[src/rtl/regfile_write_arbiter.sv]
// Round-robin arbiter sharing the register file write port among NREQ writeback requesters.
// Optional REGARB_PRIO0_EN gives requester 0 (commit) absolute priority over the others.
module regfile_write_arbiter #(
    parameter int unsigned NREQ     = 4,
    parameter int unsigned AW       = 5,
    parameter int unsigned DW       = 64,
    parameter int unsigned ZERO_REG = 31
) (
    input  logic               clk,
    input  logic               reset,
    input  logic [NREQ-1:0]    req_valid_i,
    output logic [NREQ-1:0]    req_ready_o,
    input  logic [NREQ*AW-1:0] req_addr_i,
    input  logic [NREQ*DW-1:0] req_data_i,
    input  logic               hold_i,
    output logic               RegWrite,
    output logic [AW-1:0]      WriteRegister,
    output logic [DW-1:0]      WriteData,
    output logic               busy_o,
    output logic [15:0]        drop_cnt_o
);

    localparam int unsigned PW = (NREQ > 1) ? $clog2(NREQ) : 1;
    localparam int unsigned CW = 16;
    localparam logic [AW-1:0] ZeroAddr = AW'(ZERO_REG);
    localparam logic [CW-1:0] CntMax   = '1;
`ifdef REGARB_PRIO0_EN
    localparam bit Prio0 = 1'b1;
`else
    localparam bit Prio0 = 1'b0;
`endif

    logic [PW-1:0]   rrPtr;
    logic [PW-1:0]   nextPtr;
    logic [NREQ-1:0] grant;
    logic            grantValid;
    logic [AW-1:0]   selAddr;
    logic [DW-1:0]   selData;
    int unsigned     idx;

    // Pick the first valid requester at or after the pointer; requester 0 may preempt.
    always_comb begin : arbitrate
        grant      = '0;
        grantValid = 1'b0;
        nextPtr    = rrPtr;
        idx        = 0;
        if (!reset && !hold_i) begin
            if (Prio0 && req_valid_i[0]) begin
                grant[0]   = 1'b1;
                grantValid = 1'b1;
            end
            for (int unsigned i = 0; i < NREQ; i++) begin
                idx = (32'(rrPtr) + i) % NREQ;
                if (!grantValid && req_valid_i[PW'(idx)] && !(Prio0 && idx == 0)) begin
                    grant[PW'(idx)] = 1'b1;
                    grantValid      = 1'b1;
                    nextPtr         = PW'((idx + 1) % NREQ);
                end
            end
        end
    end

    always_comb begin : writeMux
        selAddr = '0;
        selData = '0;
        for (int unsigned k = 0; k < NREQ; k++) begin
            if (grant[k]) begin
                selAddr = req_addr_i[k*AW +: AW];
                selData = req_data_i[k*DW +: DW];
            end
        end
    end

    assign req_ready_o = grant;
    assign busy_o      = !reset && (|(req_valid_i & ~grant));

    // Single output stage; zero-register writes are swallowed here and counted.
    always_ff @(posedge clk) begin : writeStage
        if (reset) begin
            rrPtr         <= '0;
            RegWrite      <= 1'b0;
            WriteRegister <= '0;
            WriteData     <= '0;
            drop_cnt_o    <= '0;
        end else begin
            rrPtr    <= nextPtr;
            RegWrite <= 1'b0;
            if (grantValid) begin
                if (selAddr == ZeroAddr) begin
                    if (drop_cnt_o != CntMax) begin
                        drop_cnt_o <= drop_cnt_o + CW'(1);
                    end
                end else begin
                    RegWrite      <= 1'b1;
                    WriteRegister <= selAddr;
                    WriteData     <= selData;
                end
            end
        end
    end

endmodule

[config.mk]
export PLATFORM = sky130hd
export DESIGN_NAME = regfile_write_arbiter
export DESIGN_NICKNAME = d
export VERILOG_FILES = /design/src/rtl/regfile_write_arbiter.sv
export SDC_FILE = /design/constraint.sdc
export NUM_CORES = 1
export LEC_CHECK = 0
export CORE_AREA = 4 4 143 145
export CTS_CLUSTER_SIZE = 16
export DETAILED_ROUTE_END_ITERATION = 7
export DIE_AREA = 0 0 147 149
export PLACE_DENSITY = 0.76
export SYNTH_ARGS = -nofsm -noshare
export SYNTH_HDL_FRONTEND = slang
export SYNTH_SLANG_ARGS = --single-unit
[constraint.sdc]
create_clock -name clk -period 4.7 [get_ports clk]
set_input_delay 0.94 -clock clk [delete_from_list [all_inputs] [get_ports clk]]
set_output_delay 0.94 -clock clk [all_outputs]
set_load 0.02 [all_outputs]
# Word-level counts from Yosys, hierarchy flattened
# Index checks and enable logic that the tools add are counted.
# op_classes
add_sub_neg	7
order_cmp	8
eq_ne	2
n_mux	45
bitwise_logic	7
n_reduce_logical	20
# ops
cell	count
2-to-1 mux 64 bit	4
2-to-1 mux 4 bit	8
2-to-1 mux 5 bit	4
2-to-1 mux 1 bit	17
adder 16 x 1 -> 16 bit, second input constant	1
inequality test 16 bit, second input constant	1
< comparator 2 x 3 -> 1 bit, second input constant	4
bitwise OR 4 bit	3
logical AND 1 bit	9
adder 2 x 1 -> 2 bit, second input constant	4
binary-select mux 1 bit (select 2 bit)	4
demux 1 bit (select 2 bit)	4
>= comparator 2 x 1 -> 1 bit, second input constant	4
2-to-1 mux 2 bit	4
== test 5 bit, second input constant	1
zero test 1 bit	5
adder 2 bit, second input constant	2
bitwise AND 4 bit	1
NOT 4 bit	1
AND reduction 2 bit	2
nonzero test 4 bit	1
OR reduction 4 bit	1
AND reduction 3 bit	1
NOT 1 bit	2
OR reduction 2 bit	1
# totals
ff_bits	88
wordCells	94

# Logic depth before layout (Yosys ltp)
# logic_depth
depth_word	23
depth_mapped	19
mapped_depth_nobuf	12

# Worst setup path after synthesis
# Ideal clock, no wire load.
# synth_path
path_kind	input to register
startpoint	input req_valid_i[2]
endpoint	register drop_cnt_o[14]
setup_ps	122
arrival_time_ps	3993
required_time_ps	4578
setup_slack_ps	585
stages	12
path_buffers	3
cell_sequence	buf_2 mux4_2 buf_6 nand3b_4 a221oi_2 o221a_2 a221oi_2 o31a_1 or3_1 buf_2 or4_1 o311a_1
# synth_via
elab_chain_cells	22
# synth_lines
element	line_no	rtl
start: declaration	11	input logic [NREQ-1:0] req_valid_i,
binary-select mux 1 bit (select 2 bit)	54	if (!grantValid && req_valid_i[PW'(idx)] && !(Prio0 && idx == 0)) begin
2-to-1 mux 1 bit (implied by the code)	54	
2-to-1 mux 1 bit	54	
2-to-1 mux 1 bit	47	if (!reset && !hold_i) begin
zero test 1 bit	54	
logical AND 1 bit	54	
2-to-1 mux 1 bit	54	
2-to-1 mux 1 bit	47	
[... 3 more ...]	n/a	
2-to-1 mux 1 bit	47	
zero test 1 bit	54	
logical AND 1 bit	54	
2-to-1 mux 4 bit	54	
2-to-1 mux 4 bit	47	
2-to-1 mux 5 bit (4 in a row)	67	if (grant[k]) begin
== test 5 bit	89	if (selAddr == ZeroAddr) begin
AND reduction 3 bit (no line) *	n/a	
end signal: assignment	91	drop_cnt_o <= drop_cnt_o + CW'(1);
end: declaration	20	output logic [15:0] drop_cnt_o
# Every way passes the cells marked *; elsewhere a longest branch is shown, timed or not. The select of a mux whose other input is x is not followed.
# A chain may end at the register's enable or synchronous reset.

# Worst setup path after layout
# layout_path
startpoint	input req_valid_i[3]
endpoint	output req_ready_o[2]
# layout_via
elab_chain_cells	16
# layout_lines
element	line_no	rtl
binary-select mux 1 bit (select 2 bit)	54	
2-to-1 mux 1 bit (implied by the code)	54	
2-to-1 mux 1 bit	54	
2-to-1 mux 1 bit	47	
zero test 1 bit	54	
logical AND 1 bit	54	
2-to-1 mux 1 bit	54	
2-to-1 mux 1 bit	47	
zero test 1 bit	54	
logical AND 1 bit	54	
2-to-1 mux 1 bit	54	
2-to-1 mux 1 bit	47	
zero test 1 bit	54	
logical AND 1 bit	54	
2-to-1 mux 4 bit *	54	
2-to-1 mux 4 bit *	47	
end: declaration	12	output logic [NREQ-1:0] req_ready_o,
# Marks and branches as above.

==> impl_metrics.ini <==
[sta]
max_slew_margin_pct = 53.3
layout_setup_ws_ns = 0.111
setup-violations-final = 0
rsz_0062_raised_after_global_routing = no
fin_crit_sh_pct = 97.6
clock.fmax_mhz = 218
min_period_ns = 4.59
tightest_slew_ns = 0.700
fin_skew_ns = 0.00596
timing_max_transition_violations_final = 0
final-hold-violation-count = 0

[detailed_routing]
route.antenna.remaining_nets = 0
routedWlPerCell_um = 18.9
top_signal_layer_used = met4
drt_iter0_markers = 353
drt_first_pass_iters = 4
routed-wl-met3_mm = 2.02
vias = 6956
finalWirelength_mm = 24.8
met1Wirelength_mm = 9.72
drc_errors = 0
detail_route.vias_per_cell = 5.29
dr_wl_met2_mm = 12.4

[pwr]
power.density_cell_area_nw_per_um2 = 266
leakage_nw = 3.61
vdd.ir_drop.worst_uv = 153

[floorplanning]
ioPinCount = 374
area_of_the_core_sq_um = 19200
die-width_um = 147
die_h_um = 149
std_cell_rows = 51
die_area_sq_um = 21900
start_util_pct = 30.5

[logic_synthesis]
post_synth_design_cell_area_sq_um = 5850
synth_area_in_adders_pct = 1.71
synth.cells.most_frequent = sky130_fd_sc_hd__a21oi_1 (88), sky130_fd_sc_hd__dfxtp_1 (88), sky130_fd_sc_hd__nor2_1 (77)
synth_sequential_area_ratio_pct = 30.1
syn-instance-count = 677
synth_area_per_cell_sq_um = 8.65
yosys.area.top_type_share_pct = 30.1
yosysWarningCount = 0
synth_top_area_cell = sky130_fd_sc_hd__dfxtp_1
synth_seq_cells = 88
synth_simple_gate_area_share_pct = 12.6
synthMuxAreaShare_pct = 1.73
post_synth_xor_area_fraction_pct = 0
share_of_the_synthesized_area_in_compound_gates_ao_oa_aoi_oai_pct = 46.2
async_flop_share_pct = 0
synth_top_family_by_area = compound AO/OA/AOI/OAI gates
synth.top_cells.by_area = sky130_fd_sc_hd__dfxtp_1 (30%), sky130_fd_sc_hd__o2bb2ai_2 (15%), sky130_fd_sc_hd__a221oi_1 (10%), sky130_fd_sc_hd__a21oi_1 (7.5%), sky130_fd_sc_hd__o21ai_0 (6.0%)
synth.lib_cells_used.distinct = 55
number_of_synthesized_flops_with_an_enable_pin = 0
synthesis.nets = 968
synth_top_flop_cell = sky130_fd_sc_hd__dfxtp_1

[layout]
net_total_in_the_final_layout = 1336
n_fill_cell = 1733
antennaDiodeCount = 0
layout-drive-gt1-share_pct = 14.8
signed_area_change_from_the_synthesized_netlist_to_the_final_layout_pct = 78.2
postLayoutCellArea_sq_um = 10400

[setup_path]
path_class = primary input to output port
critical_path_peak_fanout = 6
r2r_start = rrPtr[0]
cpMaxStageDelayCell = sky130_fd_sc_hd__mux4_2
worst-path-stages = 9
rr_endpoint = drop_cnt_o[14]
worstPathBufferInverterCount = 5
type_of_destination_of_the_critical_path = output port
critPathTopFamily = buffers and inverters
worst_stage_delay_on_the_critical_path_ns = 0.57
reg2regPathDepth = 14
worst-endpoint-required_ns = 3.76
startpoint_class = primary input
crit_path_cell_trace = clkdlybuf4s50_1 > mux4_2 > buf_4 > a21oi_1 > o21ai_0 > a32oi_4 > inv_2 > buf_4 > clkdlybuf4s50_1
regToRegSetupSlack_ns = 0.57
crit_arrival_ns = 3.65

[clock_tree]
clock_tree_buf_depth = 2
cts_buffers = 9
tritoncts_num_sinks = 88
cts_tree = done
root_cell_of_the_clock_tree = sky130_fd_sc_hd__clkbuf_16
clock_tree.htree_level_count = 3
worstSkewPairLatency_ns = 0.34
clk_pin_slew_worst_paths_ns = 0.06

[place]
dp_worst_setup_slack_ns = -0.0517
place.detailed.hpwl_mm = 19.2
gpl.final_weighted_congestion = 0.882
port-buffer-count = 373
post_dp_cell_area_sq_um = 10100

[worst_hold_path]
hold_end = WriteRegister[4]
timing.hold.worst.class = register to register
holdPathStages = 2
min-delay-start = WriteRegister[4]

[global_routing]
grt_start_max_net_pins = 62
grt_util_all_layers_pct = 21.4
grt_antenna_before_repair = 0
grt_pass1_vias = 6975
wire_length_of_the_first_global_routing_pass_mm = 37.7
overflow = 0

[outcome]
status = completed

[job]
cap_violations = 0
state kept, by name, indices dropped and copies added, names as in the netlist:
register / cells
RegWrite: 1
WriteData: 64
WriteRegister: 5
drop_cnt_o: 16
rrPtr: 2
per-layer routing:
| metal | track usage (%) | up-vias |
|---|---|---|
| met2 | 38.1 | 295 |
| met1 | 25.0 | 3272 |
| met4 | 7.08 | 0 |
| met5 | 0 | - |
| met3 | 6.02 | 38 |
| li1 | - | 3351 |
how the worst max path moves through the flow:
| stage | to | startpoint | slack (ns) |
|---|---|---|---|
| floorplan | drop_cnt_o[14] | req_valid_i[2] | 0.59 |
| global placement | WriteData[37] | req_valid_i[2] | 0.02 |
| detailed placement | WriteData[37] | req_valid_i[2] | -0.05 |
| CTS | busy_o | req_valid_i[3] | 0.005 |
| global route | drop_cnt_o[4] | req_valid_i[3] | 0.0003 |
| finish | req_ready_o[2] | req_valid_i[3] | 0.11 |
final cells by class:
| cell class | count | area (sq um) | share of cell area (%) |
|---|---|---|---|
| Inverter | 24 | 90.1 | 0.863 |
| Clock inverter | 4 | 51.3 | 0.492 |
| Timing Repair Buffer | 430 | 4260 | 40.9 |
| Multi-Input combinational cell | 492 | 3670 | 35.2 |
| Sequential cell | 88 | 1760 | 16.9 |
| Clock buffer | 12 | 267 | 2.55 |
| Tap cell | 265 | 332 | 3.18 |
tightest hold or removal path: cells and delay by family, from the launching register on:
kind,cells,cell delay (ns)
AOI/OAI and AO/OA,1,0.05
DFF,1,0.31
buffers and inverters,1,0.05
layout by cell type, fill, tap and decap left out, drive strengths merged, types with 2 or more instances in the layout:
cell / synthesis / final
a211o: 3 / 3
nand4: 5 / 5
and3: 4 / 4
o21ai: 71 / 71
a21oi: 88 / 88
a211oi: 8 / 8
and2: 2 / 2
clkbuf: 47 / 12
clkinv: 0 / 2
nand2: 14 / 14
dfxtp: 88 / 88
clkdlybuf4s50: 0 / 372
nor4b: 2 / 2
buf: 26 / 57
ha: 8 / 8
o31a: 2 / 2
nor3: 5 / 5
mux4: 4 / 4
or4: 11 / 11
o2bb2ai: 63 / 63
a32oi: 2 / 2
a221oi: 71 / 71
nand3: 10 / 10
inv: 24 / 24
or3: 4 / 4
nand3b: 4 / 4
nor2b: 2 / 2
or2: 3 / 3
nor2: 77 / 77
nor4: 4 / 4
o31ai: 10 / 10
o221a: 2 / 2
cell families after synthesis:
group                    count (synthesis)
buffers and inverters                   97
AO/OA/AOI/OAI                          329
adder cells (fa/ha/maj)                  8
AND/OR/NAND/NOR                        150
multiplexers                             5
flip-flops                              88
what timing repair did:
| action | in CTS | in global routing |
|---|---|---|
| hold buffers | 0 | 0 |
| gates cloned | 0 | 0 |
| pin swaps | 1 | 1 |
| resized for setup | 0 | 1 |
| endpoints found under the setup margin | 1 | 2 |
| setup buffers | 0 | 5 |
per-stage QoR:
stage | TNS, ns | utilization (%) | instances | total power [mW] | hold WS (ns)
after floorplan | 0 | - | 677 | 1.47 | 0.517
after global placement | 0 | 52.5 | 1294 | 2.01 | 0.439
after detailed placement | -1.65 | 52.5 | 1294 | 2.02 | 0.439
after CTS | 0 | 54.1 | 1310 | 2.80 | 0.449
after global routing | 0 | 54.3 | 1315 | 2.92 | 0.475
final | 0 | 54.3 | 1315 | 2.78 | 0.448
where the power goes:
group          leakage, nW  internal, mW  switching (mW)
logic                 2.74         0.598           0.572
clock network        0.155         0.456           0.305
registers            0.716         0.804          0.0411
total                 3.61          1.86           0.918
Note: power is estimated with default switching activity, not from simulation.
